## src/rtl/alu_pkg.sv

```systemverilog
// alu_pkg: ALU select codes, RV32I opcodes and the issue FSM state type.
package alu_pkg;
  localparam logic [3:0] ALU_AND = 4'b0000;
  localparam logic [3:0] ALU_OR  = 4'b0001;
  localparam logic [3:0] ALU_ADD = 4'b0010;
  localparam logic [3:0] ALU_SUB = 4'b0110;
  localparam logic [3:0] ALU_SLT = 4'b0111;
  localparam logic [3:0] ALU_NOR = 4'b1100;
  localparam logic [3:0] ALU_EQ  = 4'b1111;
  localparam logic [6:0] OP_R  = 7'b0110011;
  localparam logic [6:0] OP_I  = 7'b0010011;
  localparam logic [6:0] OP_BR = 7'b1100011;
  typedef enum logic [1:0] {S_IDLE, S_EXEC, S_DONE} state_t;
endpackage

```

## src/rtl/alu_issue_decode.sv

```systemverilog
// alu_issue_decode: combinational RV32I ALU-op decode into {sel, use_imm, illegal}.
module alu_issue_decode
  import alu_pkg::*;
(
  input  logic [31:0] instr,
  output logic [3:0]  sel,
  output logic        use_imm,
  output logic        illegal
);
  logic [6:0] op, f7;
  logic [2:0] f3;
  logic [3:0] fsel;
  logic       fok, r_sub, r_ok, i_ok, beq, unused_bits;
  assign op = instr[6:0];
  assign f3 = instr[14:12];
  assign f7 = instr[31:25];
  assign unused_bits = ^{instr[24:15], instr[11:7]};
  // funct3 mapping shared by R-type and I-type
  always_comb begin
    fsel = ALU_ADD;
    fok = 1'b1;
    case (f3)
      3'b000:  fsel = ALU_ADD;
      3'b111:  fsel = ALU_AND;
      3'b110:  fsel = ALU_OR;
      3'b010:  fsel = ALU_SLT;
      default: fok = 1'b0;
    endcase
  end
  assign r_sub = op == OP_R && f3 == 3'b000 && f7 == 7'b0100000;
  assign r_ok = op == OP_R && f7 == 7'b0000000 && fok;
  assign i_ok = op == OP_I && fok;
  assign beq = op == OP_BR && f3 == 3'b000;
  assign illegal = !(r_sub || r_ok || i_ok || beq);
  assign use_imm = i_ok;
  assign sel = r_sub ? ALU_SUB : beq ? ALU_EQ : (r_ok || i_ok) ? fsel : ALU_ADD;
endmodule

```

## src/rtl/alu_issue_ctrl.sv

```systemverilog
// alu_issue_ctrl: valid/ready issue controller around an external combinational ALU.
// Optional ALU_OVF_TRAP_EN: signed overflow on R-type ADD/SUB raises out_trap and zeroes the result.
module alu_issue_ctrl
  import alu_pkg::*;
#(
  parameter int DATA_W = 32
) (
  input  logic              clk,
  input  logic              reset,
  input  logic              in_valid,
  output logic              in_ready,
  input  logic [31:0]       in_instr,
  input  logic [DATA_W-1:0] in_rs1,
  input  logic [DATA_W-1:0] in_rs2,
  output logic [DATA_W-1:0] alu_a,
  output logic [DATA_W-1:0] alu_b,
  output logic [3:0]        alu_sel,
  input  logic [DATA_W-1:0] alu_result,
  input  logic              alu_zero,
  input  logic              alu_carry,
  input  logic              alu_overflow,
  output logic              out_valid,
  input  logic              out_ready,
  output logic [DATA_W-1:0] out_result,
  output logic              out_zero,
  output logic              out_carry,
  output logic              out_overflow,
  output logic              out_illegal,
  output logic              out_trap
);
  state_t            state;
  logic              illegal_q, dec_imm, dec_ill, accept, trap;
  logic [3:0]        dec_sel;
  logic [DATA_W-1:0] imm;
  alu_issue_decode u_dec (
    .instr(in_instr),
    .sel(dec_sel),
    .use_imm(dec_imm),
    .illegal(dec_ill)
  );
  assign imm = {{(DATA_W-12){in_instr[31]}}, in_instr[31:20]};
  assign in_ready = !reset && (state == S_IDLE || (state == S_DONE && out_ready));
  assign accept = in_valid && in_ready;
`ifdef ALU_OVF_TRAP_EN
  logic ovf_chk;
  always_ff @(posedge clk) begin
    if (reset) ovf_chk <= 1'b0;
    else if (accept) ovf_chk <= !dec_ill && !dec_imm && (dec_sel == ALU_ADD || dec_sel == ALU_SUB);
  end
  assign trap = ovf_chk && alu_overflow;
`else
  assign trap = 1'b0;
`endif
  // accept has priority: from DONE it both retires the result and starts the next op
  always_ff @(posedge clk) begin
    if (reset) begin
      state <= S_IDLE;
      out_valid <= 1'b0;
      alu_a <= '0;
      alu_b <= '0;
      alu_sel <= 4'b0000;
      illegal_q <= 1'b0;
      out_result <= '0;
      out_zero <= 1'b0;
      out_carry <= 1'b0;
      out_overflow <= 1'b0;
      out_illegal <= 1'b0;
      out_trap <= 1'b0;
    end else if (accept) begin
      state <= S_EXEC;
      out_valid <= 1'b0;
      alu_a <= dec_ill ? '0 : in_rs1;
      alu_b <= dec_ill ? '0 : dec_imm ? imm : in_rs2;
      alu_sel <= dec_sel;
      illegal_q <= dec_ill;
    end else if (state == S_EXEC) begin
      state <= S_DONE;
      out_valid <= 1'b1;
      out_result <= (illegal_q || trap) ? '0 : alu_result;
      out_zero <= !illegal_q && alu_zero;
      out_carry <= !illegal_q && alu_carry;
      out_overflow <= !illegal_q && alu_overflow;
      out_illegal <= illegal_q;
      out_trap <= trap;
    end else if (state == S_DONE && out_ready) begin
      state <= S_IDLE;
      out_valid <= 1'b0;
    end
  end
endmodule

```

## config.mk

```make
export PLATFORM = sky130hd
export DESIGN_NAME = alu_issue_ctrl
export DESIGN_NICKNAME = d
export VERILOG_FILES = /design/src/rtl/alu_pkg.sv /design/src/rtl/alu_issue_decode.sv /design/src/rtl/alu_issue_ctrl.sv
export SDC_FILE = /design/constraint.sdc
export NUM_CORES = 1
export LEC_CHECK = 0
export ABC_AREA = 1
export BUFFER_PORTS_ARGS = -buffer_cell sky130_fd_sc_hd__buf_2
export CAP_MARGIN = 20
export CORE_MARGIN = 10
export CORE_UTILIZATION = 35
export CTS_CLUSTER_SIZE = 14
export DETAILED_ROUTE_END_ITERATION = 16
export PLACE_DENSITY = 0.64
export SETUP_SLACK_MARGIN = 0.05
export SKIP_LAST_GASP = 1
export SYNTH_ARGS = -nofsm -noshare
export SYNTH_HDL_FRONTEND = slang
export SYNTH_SLANG_ARGS = --single-unit
```

## constraint.sdc

```tcl
create_clock -name clk -period 1.5 [get_ports clk]
set_clock_uncertainty 0.05 [all_clocks]
set_input_delay 0.075 -clock clk [delete_from_list [all_inputs] [get_ports clk]]
set_output_delay 0.075 -clock clk [all_outputs]
set_load 0.005 [all_outputs]
```

==> results, run 1 <==
- The flow ran to the end, and the final reports show no timing, DRC or antenna violations.
- Setup repair after global routing could not meet its margin everywhere.
- After detailed routing, the number of remaining DRC violations is 0.
- For this block, the via count after detailed routing is 5113.
- Once layout is done, the placed cells without fillers occupy 7750 um^2.
- The fraction of met1 tracks used by global routing is 0.200.
- The maximum number of buffers from clock root to sink is 2.
- The via count of the first global-routing pass is 5110.
- The initial DRC count is 186.
- For this block, the routed nets add up to 17.9 mm of wire.
- The number of antenna violations at the first check in global routing is 0.
- The final-report max-slew violation count came to 0.
- The count of pins on the block boundary is 242.
- The synthesized cell area is 4860 um^2.
- The worst setup path is captured at a flop.
- The CTS H-tree depth is 3.
- In this run the static leakage power is 0.00350 uW.
- Of all nets on the critical path, the largest fanout is 10.
- After detailed placement, the total cell area comes to 6200 um^2.
- The area added between synthesis and finish is 59.6%.
- The count of non-filler cells in the finished layout is 1072.
- The simple-gate area share of the yosys netlist is 0.313.
- The class of the most critical setup path is in -> reg.
- The xor/xnor cell area share of the yosys netlist is 0.
- Walking the worst path, the cells encountered are dlygate4sd3_1 -> buf_2 -> o21bai_4 -> nor2_4 -> nand2_8 -> clkinv_8 -> clkbuf_16 -> nand3_2 -> a21oi_2.
- The die covers 19000 um^2.
- The first global-routing pass estimated 26.1 mm of wire.
- The kind of launch point of the worst setup path is an input port.
- The slowest stage cell on the critical path is dlygate4sd3_1.
- The global route total overflow is 0.
- The maximum number of pins on one net before global-route repair is 71.
- Of the synthesized area, sequential elements account for 0.441.
- The number of distinct standard cells referenced by the synthesized netlist is 29.
- After synthesis, the share of cell area in mux cells is 0.
- The clock buffer count from CTS is 9.
- The count of nets left with antenna violations once routing finished came out at 0.
- The post-synth net total is 704.
- The area inside the core boundary is 13400 um^2.
- For the finished layout, the period the worst path requires is 1450 ps.
- The clock latency on the worst-skew pair is 350 ps.
- Overall power consumption after layout is estimated at 6170 uW.
- The clock tree root buffer cell is clkbuf_16.
- For this run, the slowest stage of the critical path takes 550 ps.
- After clock tree synthesis, the clock-pin slew on the worst setup and hold paths is 80 ps.
- The final-layout worst hold slack is 18.5 ps.
- Timing would allow up to 690 MHz.
- The highest ir drop seen on vdd is 0.560 mV.
- The required time of the critical path is 1670 ps.
- Of the cells placed in the final design, the portion with a size suffix greater than 1 is 0.471.
- The type of the worst min-delay path is in -> reg.
- The die height is 138 um.
- The number of storage elements in the synthesis netlist is 107.
- In this run, placement finished with an instance count of 956.
- Dividing the final minimum period by the clock period gives 0.966.
- Dividing the synthesized area by the synthesized cell count gives 8.54 um^2.
- For this run, the total global-route usage over all layers was measured as 0.171.
- After detailed routing, the number of vias per cell comes to 4.77.
- The quantity of I/O buffers inserted on ports is 230.
- The share of the synthesized area in compound gates (AO/OA/AOI/OAI) was 0.167.
- The number of max-capacitance violations reported is 0.
- The cell count after synthesis is 569.
- Routability-driven placement finished with a final weighted congestion of 0.848.
- Of the total synthesized cell area, the portion taken by full adders, half adders and majority gates is 0.
- The number of sinks driven by the clock tree is 107.
- Summed over all nets, the half-perimeter wirelength after detailed placement is 11.5 mm.
- In the global route stage, met2 resource usage came out at 0.273.
- The count of yosys warnings during synthesis is 0.
- The number of iterations in the first detailed-routing pass is 4.
- For this configuration, the core starts out at a cell density of 0.362.
- For the worst setup path, the data arrival time is 1620 ps.
- The clock tree from TritonCTS is built.
- The wire length per cell is 16.7 um.
- The final hold violation count came to 0.
- By area, the combinational part of the netlist is dominated by simple AND/OR/NAND/NOR gates.
- The number of diodes added for antenna fixing is 0.
- Power spread over the standard cell area amounts to 796 nW/um^2.
- The met3 routing resource usage after global routing is 0.0663.
- In this run the most used layer during global routing was met2.
- Setup violations remaining at the end of the flow were counted as 0.
- The final layout net count is 1026.
- From left edge to right edge, the die measures 138 um.
- In this run the core area contains 42 standard-cell rows.
==> flip-flops by register name (all words and copies together), names as in the netlist <==
signal,flops
alu_sel,4
out_valid,1
state,1
out_overflow,1
out_illegal,1
out_carry,1
out_result,32
alu_a,32
out_zero,1
illegal_q,1
alu_b,32
==> synth_stat cells, drive strengths merged <==
cell type	instances	area share
nand3b	1	0.0015
o21bai	1	0.0023
clkinv	1	0.0018
clkbuf	17	0.013
a22oi	35	0.054
inv	16	0.012
nor3	4	0.0062
buf	26	0.051
dfxtp	107	0.44
a21oi	63	0.10
conb	1	0.00077
nand2	162	0.13
and2	1	0.0013
nand3	74	0.12
o21ai	6	0.0062
nor2	54	0.049
==> stage by stage <==
step / worst slack, ps / setup TNS (ps) / util
3_5_place_dp: 11.8 / 0 / 0.463
6_report: 50.3 / 0 / 0.578
5_1_grt: -28.9 / -203 / 0.578
3_3_place_gp: 49.6 / 0 / 0.463
4_1_cts: 39.8 / 0 / 0.546
2_1_floorplan: 147 / 0 / -
==> cells in the final DEF, fill, tap and decap left out, drive strengths merged <==
| cell type | n |
|---|---|
| buf | 263 |
| nand2 | 162 |
| dfxtp | 107 |
| dlygate4sd3 | 84 |
| nand3 | 74 |
| a21oi | 63 |
| nor2 | 54 |
| a22oi | 35 |
| clkbuf | 18 |
| inv | 16 |
| o21ai | 6 |
| clkinv | 5 |
| nor3 | 4 |
| o21bai | 1 |
| nand3b | 1 |
| and2 | 1 |
| conb | 1 |
| clkinvlp | 1 |
==> per-layer routing <==
| metal | up-vias | part of all wire | wire [um] |
|---|---|---|---|
| li1 | 2533 | - | - |
| met1 | 2334 | 0.41 | 7250 |
| met2 | 213 | 0.47 | 8380 |
| met3 | 33 | 0.10 | 1800 |
| met4 | 0 | 0.026 | 465 |
| met5 | - | 0 | 0 |
==> where the power goes <==
group | total (uW) | switching (uW) | internal [uW]
sequential | 2920 | 28.2 | 2890
combinational | 998 | 470 | 528
clock | 2250 | 1110 | 1140
==> critical path, delay by kind of cell <==
kind	cells	cell delay (ps)
AOI/OAI and AO/OA	2	210
and+or+nand+nor	3	300
buffers and inverters	4	1020
==> cell families after synthesis <==
logic type             Yosys count
AOI/OAI and AO/OA              105
buffers and inverters           60
DFF                            107
other                            1
and+or+nand+nor                296
==> path summary, 6_finish.rpt <==
check	startpoint	end	slack (ps)	depth (start not counted)
worst max-delay path	out_ready	alu_a[6]	50	9
worst min register to register	alu_b[18]	alu_b[18]	410	2
worst max register to register	state[0]	alu_b[4]	50	8
worst min-delay path	in_rs2[28]	alu_b[28]	20	5
==> repair_timing <==
action / 4_1_cts / 5_1_grt
endpoints found under the hold margin: 79 / 0
endpoints found under the setup margin: 50 / 69
setup buffers: 0 / 7
hold buffers: 84 / 0
resized for setup: 2 / 39
pin swaps: 0 / 5
gates cloned: 0 / 9
==> layout make-up <==
cell class	instances	area [um^2]
timing repair buffer	354	2600
multi-input combinational	402	2430
inverter	17	81.3
sequential	107	2140
clock inverter	5	38.8
clock buffer	11	233
fill	1165	5650
tap	176	220
No activity file was read; power rests on OpenSTA's default activity.
==> inputs of run 2 (changes only) <==
PLACE_DENSITY = 0.72   (was 0.64)
==> run 2 against run 1 <==
The flow now finishes with violations (negative hold slack); combinational power is 5.4% lower; clock-buffer cell count is 1 lower; die area stayed put; worst hold slack worse by 55 ps; non-clock buffer count is 3 lower; global-route usage is 0.75 points higher; highest routed layer unchanged.
==> results, run 2 (synthesis results as in run 1) <==
- The run finished, with violations left.
- The checks that failed: negative hold slack.
- The highest ir drop seen on vdd is 0.591 mV.
- The required time of the critical path is 1730 ps.
- In the global route stage, met3 resource usage came out at 0.0666.
- Leaving out filler cells and counting taps, the final layout contains 1072.
- The number of cells traversed by the worst register-to-register path is 9.
- The routability congestion estimate from global placement is 0.843.
- The transition at the pin with the smallest max-transition slack is 806 ps.
- The first global-routing pass estimated 27.1 mm of wire.
- Setup repair after global routing could not meet its margin everywhere.
- The part of the cycle the worst path needs is 0.937.
- The clock buffer count from CTS is 9.
- The initial core utilization is 0.362.
- The final hold violation count came to 2.
- The worst register-to-register path ends at alu_a[18].
- In the routed design, unresolved DRC markers number 0.
- The smallest clock period supported by the final layout is computed as 1400 ps.
- For the worst setup path, the data arrival time is 1630 ps.
- Dividing the detail-routed wire length by the instance count gives 16.8 um.
- The global route total overflow is 0.
- In the global route stage, overall resource usage came out at 0.178.
- The endpoint class of the critical path is a flop.
- During placement, the flow inserted port buffers numbering 230.
- The startpoint identified for the worst hold timing path is in_rs2[4].
- The routed layout has 5187 vias.
- The instance area after placement is 6260 um^2.
- The die is 138 um wide.
- CTS built an H-tree with a depth of 3.
- Entering global routing, the biggest net connects 49 pins.
- The tool flagged a number of max-cap violations equal to 0.
- met2 is the most crowded layer.
- Derived from the worst setup path, the maximum achievable clock frequency is 712 MHz.
- After the last flow step, the layout net total stands at 1023.
- The count of pins on the block boundary is 242.
- Using the TritonRoute via totals, the vias-per-cell ratio works out to 4.84.
- The final HPWL from detailed placement is 11.6 mm.
- The initial DRC count is 199.
- The beginning of the worst register-to-register path is out_valid.
- Counting the fill cells in the layout gives 1144.
- The slack of the critical path is 95.2 ps.
- For met2 alone, demand over resource in global routing was 0.301.
- The final-report max-slew violation count came to 0.
- In the final layout, the share of cells above drive strength 1 is 0.457.
- The final setup TNS is 0 ps.
- The clock tree root buffer cell is clkbuf_16.
- The worst hold path belongs to the class in -> reg.
- The via count of the first global-routing pass came to 5275.
- The number of antenna violations at the first check in global routing is 3.
- Before CTS, the worst setup slack after placement is 12.6 ps.
- The die height is 138 um.
- The critical path in this run is classified as reg -> reg.
- CTS saw 107 sinks.
- The final-layout worst hold slack is -36.6 ps.
- The remaining max-slew budget at the tightest pin is 0.463.
- The worst setup path is launched from a flop.
- The end point of the worst hold path is alu_b[4].
- TritonCTS built the clock tree.
- Counting along the longest clock path gives a buffer depth of 2.
- Row generation in the floorplan step produced 42 rows.
- Across all register-to-register paths, the minimum setup slack is 100 ps.
- Leaving out fill and tap cells, the most frequent cell in the layout is buf_2.
- The number of iterations in the first detailed-routing pass is 5.
- The fraction of met1 tracks used by global routing is 0.198.
- The antenna violation net count after detailed routing is 0.
- The area added between synthesis and finish is 58.2%.
- After routing the design area is 7680 um^2.
- The area inside the core boundary is 13400 um^2.
- The largest registers in the layout are alu_a x32, alu_b x32, out_result x32.
- The die area is 19000 um^2.
- In the layout the commonest cells are buf_2, nand2_1, dfxtp_1.
- The worst hold path passes through 5 cells.
- The clock latency on the worst-skew pair is 350 ps.
- Setup violations remaining at the end of the flow were counted as 0.
- The total length of routed wires is 18.1 mm.
- The clock-pin slew of the registers on the worst-case setup and hold paths is 70 ps.
- The power density over cell area is 824 nW/um^2.
- The number of placed cells counting well taps is 961.
- Summed over all cells, the static leakage comes to 0.00349 uW.
- The largest fanout on the critical path is 7.
-- run 2: cell count changes in the layout (fill, tap and decap cells not counted), sizes merged --
cell         change
buf              +2
bufinv           +1
clkbuf           -3
diode            +3
dlygate4sd3      -3
-- run 2: worst max path at each step --
stage                          from   endpoint  slack (ps)  cells past startpoint
final                     out_valid  alu_a[18]         100                      9
after global routing      out_valid  alu_b[23]          30                      8
after CTS                 out_valid  alu_a[21]          20                      9
after detailed placement  out_valid  alu_b[15]          10                      9
after global placement     state[0]  alu_a[18]          60                      8
after floorplan            state[0]  alu_a[10]         150                      7
-- run 2: cell type report --
class,instances,area [um^2],area share
antenna,3,7.51,0.000977
inverter,17,73.8,0.00961
timing repair buffer,351,2520,0.328
sequential,107,2140,0.279
clock buffer,10,239,0.0311
multi-input combinational,402,2400,0.313
clock inverter,6,76.3,0.00993
tap,176,220,0.0287
-- run 2: stage by stage --
step	hold WS, ps	power, uW	utilization
6_report	-36.6	6330	0.573
5_1_grt	37.3	6600	0.573
4_1_cts	3.71	6330	0.554
3_5_place_dp	269	3670	0.467
3_3_place_gp	265	3660	0.467
2_1_floorplan	130	3310	-
-- run 2: layer usage --
| layer | vias to the layer above | wire length [um] |
|---|---|---|
| met2 | 227 | 8820 |
| met4 | 0 | 571 |
| li1 | 2524 | - |
| met5 | - | 0 |
| met3 | 39 | 1820 |
| met1 | 2397 | 6850 |
-- run 2: critical path, cell delays in order, from the launching register on --
cell and delay (ps):
dfxtp_2 340, inv_2 80, o21bai_4 70, nor2_4 110, nand2_4 90, inv_6 90
buf_12 130, clkbuf_16 160, nand3_2 80, a21oi_2 120
-- run 2: repair_timing --
action                     in CTS  in global routing
resized for setup               2                 25
gates cloned                    0                  5
hold buffers                   83                  0
setup endpoints to repair      41                 69
buffers inserted                2                  5
pin swaps                       1                  4
hold endpoints to repair       78                  0
-- run 2: power breakdown --
group	internal, uW	total, uW	switching [uW]
clock network	1360	2460	1110
registers	2890	2920	29.0
logic	489	944	455
==> inputs of run 3 (changes only) <==
HOLD_SLACK_MARGIN = 0.05   (was not set)
==> run 3 against run 2 <==
Non-clock buffer count is 29 higher; critical path depth is 2 higher; sequential cell count stayed put; worst hold slack better by 46 ps; fmax is 4.3% lower; the run now ends clean; global-route usage is 0.79 points higher; wire length is 6.0% higher.
==> results, run 3 (synthesis results as in run 1) <==
- The endpoint arrival time on the critical path is 1660 ps.
- Summing all multi-input logic gate instances after layout gives 2390 um^2.
- The clock buffer count from CTS is 9.
- Summed over all layers, the global routing overflow is 0.
- The largest fanout on the critical path is 5.
- In this run the power density over the cells is 801 nW/um^2.
- The overall routing resource usage is 0.186.
- The part of the cycle the worst path needs is 0.979.
- The kind of launch point of the worst setup path is an input port.
- The first global-routing pass estimated 28.2 mm of wire.
- The endpoint class of the critical path is a flop.
- Derived from the worst setup path, the maximum achievable clock frequency is 681 MHz.
- The total power is 6400 uW.
- In this run the vertical extent of the chip is 138 um.
- In the routed design, unresolved DRC markers number 0.
- The slack of the critical path is 31.3 ps.
- The met2 usage in global routing is 0.316.
- The most common cell after layout, fill and taps aside is buf_2.
- Port buffering added 230 buffers.
- The number of placement rows is 42.
- The final period demand of the worst path is 1470 ps.
- Measured against its own limit, the worst slew margin works out to 0.475.
- The layer with the highest usage after global routing is met2.
- The number of cells traversed by the worst register-to-register path is 8.
- Of the cells placed in the final design, the portion with a size suffix greater than 1 is 0.446.
- The highest ir drop seen on vdd is 0.684 mV.
- The clock latency on the worst-skew pair is 350 ps.
- The H-tree generated during clock tree synthesis spans 3 levels.
- Using the TritonRoute via totals, the vias-per-cell ratio works out to 4.88.
- In this run the standard cell core region covers 13400 um^2.
- The die boundary width is 138 um.
- The number of sinks driven by the clock tree is 107.
- Setup repair after global routing could not meet its margin everywhere.
- The wire length per cell is 17.4 um.
- The critical path is of the in -> reg type.
- The final layout net count is 1052.
- The analysis attributes to cell leakage a power of 0.00362 uW.
- Entering global routing, the biggest net connects 49 pins.
- The flip-flop and latch area is 2140 um^2.
- The pre-antenna-repair detailed-routing pass consisted of 5 iterations.
- The clock-pin slew of the registers on the worst-case setup and hold paths is 70 ps.
- The met3 routing resource usage after global routing is 0.0666.
- The library cells used most frequently in the layout, excluding fill and tap cells, are buf_2, nand2_1, dlygate4sd3_1.
- The largest individual stage delay along the critical path comes from the cell dlygate4sd3_1.
- The count of pins on the block boundary is 242.
- The flow ran to the end, and the final reports show no timing, DRC or antenna violations.
- The initial core utilization is 0.362.
- For this block, the initial DRC count from the detailed router was 267.
- The cell type group with the largest total delay on the critical path is buffers and inverters.
- The layout has 1083 filler cells.
- Summed over all nets, the half-perimeter wirelength after detailed placement is 11.6 mm.
- The total length of routed wires is 19.1 mm.
- The routability congestion estimate from global placement is 0.843.
- Data on the critical path is required at its endpoint by 1690 ps.
- The clock tree root buffer cell is clkbuf_16.
- The final-report max-slew violation count is 0.
- The logic depth of the worst setup path including buffers is 11.
- For met1 alone, demand over resource in global routing was 0.204.
- Counting both buffers and inverters, the worst setup path holds a total of 3.
- The most numerous cell type found on the critical path is nand2_1.
- TritonCTS built the clock tree.
- In this run the worst hold path is classified as in -> reg.
- The number of antenna violations at the first check in global routing is 4.
- The largest registers in the layout are alu_a x32, alu_b x32, out_result x32.
- Before CTS, the worst setup slack after placement is 12.6 ps.
- The antenna violation net count after detailed routing is 0.
- Relative to the synthesized area, the layout overhead comes to 64.4%.
- For the pin with the worst max-slew slack, the measured transition is 787 ps.
- The via count of the first global-routing pass is 5462.
- The maximum single-stage delay on the critical path is 560 ps.
- The final route contains 5373 vias.
- The longest clock path from root to sink contains 2 buffers.
- Across the run, the number of max-cap violations was 0.
- The critical path goes through buf_2 -> nor2_2 -> nand3_2 -> nor2_4 -> nand2_4 -> clkbuf_16 -> nand2_1 -> o21ai_1 -> dlygate4sd3_1 -> nand2_1 -> nand2_1.
- The final hold violation count is 0.
- The depth of the worst hold-timing path is 5.
- The total setup violations reported at the end of the flow is 0.
- The floorplan step defined a die boundary enclosing 19000 um^2.
[run 3: path summary, 6_finish.rpt]
check               to         from  slack (ps)
max reg2reg   alu_a[4]    out_valid          80
max           alu_b[9]  in_instr[2]          30
min           alu_b[0]    in_rs2[0]           9
min reg2reg  alu_b[16]    alu_b[16]         410
[run 3: per-stage QoR]
stage | utilization | hold WS (ps) | cells | area (um^2) | setup TNS [ps]
after global placement | 0.467 | 265 | 961 | 6260 | 0
final | 0.596 | 9.20 | 1102 | 7990 | 0
after global routing | 0.596 | 54.5 | 1102 | 7990 | -40.7
after CTS | 0.574 | 53.3 | 1088 | 7690 | 0
after detailed placement | 0.467 | 269 | 961 | 6260 | 0
after floorplan | - | 130 | 569 | 4860 | 0
[run 3: cell type report]
cell class,count,share of cell area
inverters,17,0.00924
repair buffers,380,0.354
multi-input cells,402,0.300
clock inverters,6,0.00956
flip-flops and latches,107,0.268
clock buffers,10,0.0299
diodes,4,0.00125
well taps,176,0.0276
[run 3: report_power, final]
group / total (uW) / switching (uW) / internal, uW
registers: 2920 / 29.4 / 2890
logic: 1020 / 475 / 541
clock network: 2460 / 1100 / 1360
total: 6400 / 1600 / 4790
[run 3: layer usage]
metal  vias to the layer above  wire length [um]
met1                      2461              7070
met5                         -                 0
met2                       275              9370
li1                       2582                 -
met4                         0               763
met3                        55              1950
[run 3: worst reg2reg max path, cell delays in order, from the launching register on]
cell	delay (ps)
dfxtp_2	350
inv_2	60
o21bai_4	160
nor2_4	50
nand2_4	100
buf_6	170
buf_12	150
nand2_1	100
a21oi_2	160
[run 3: timing repair]
item,4_1_cts,5_1_grt
buffers inserted,2,5
setup endpoints to repair,41,69
cloned,0,7
pin swaps,1,5
hold buffers,109,1
endpoints found under the hold margin,101,1
gates resized for setup,2,22
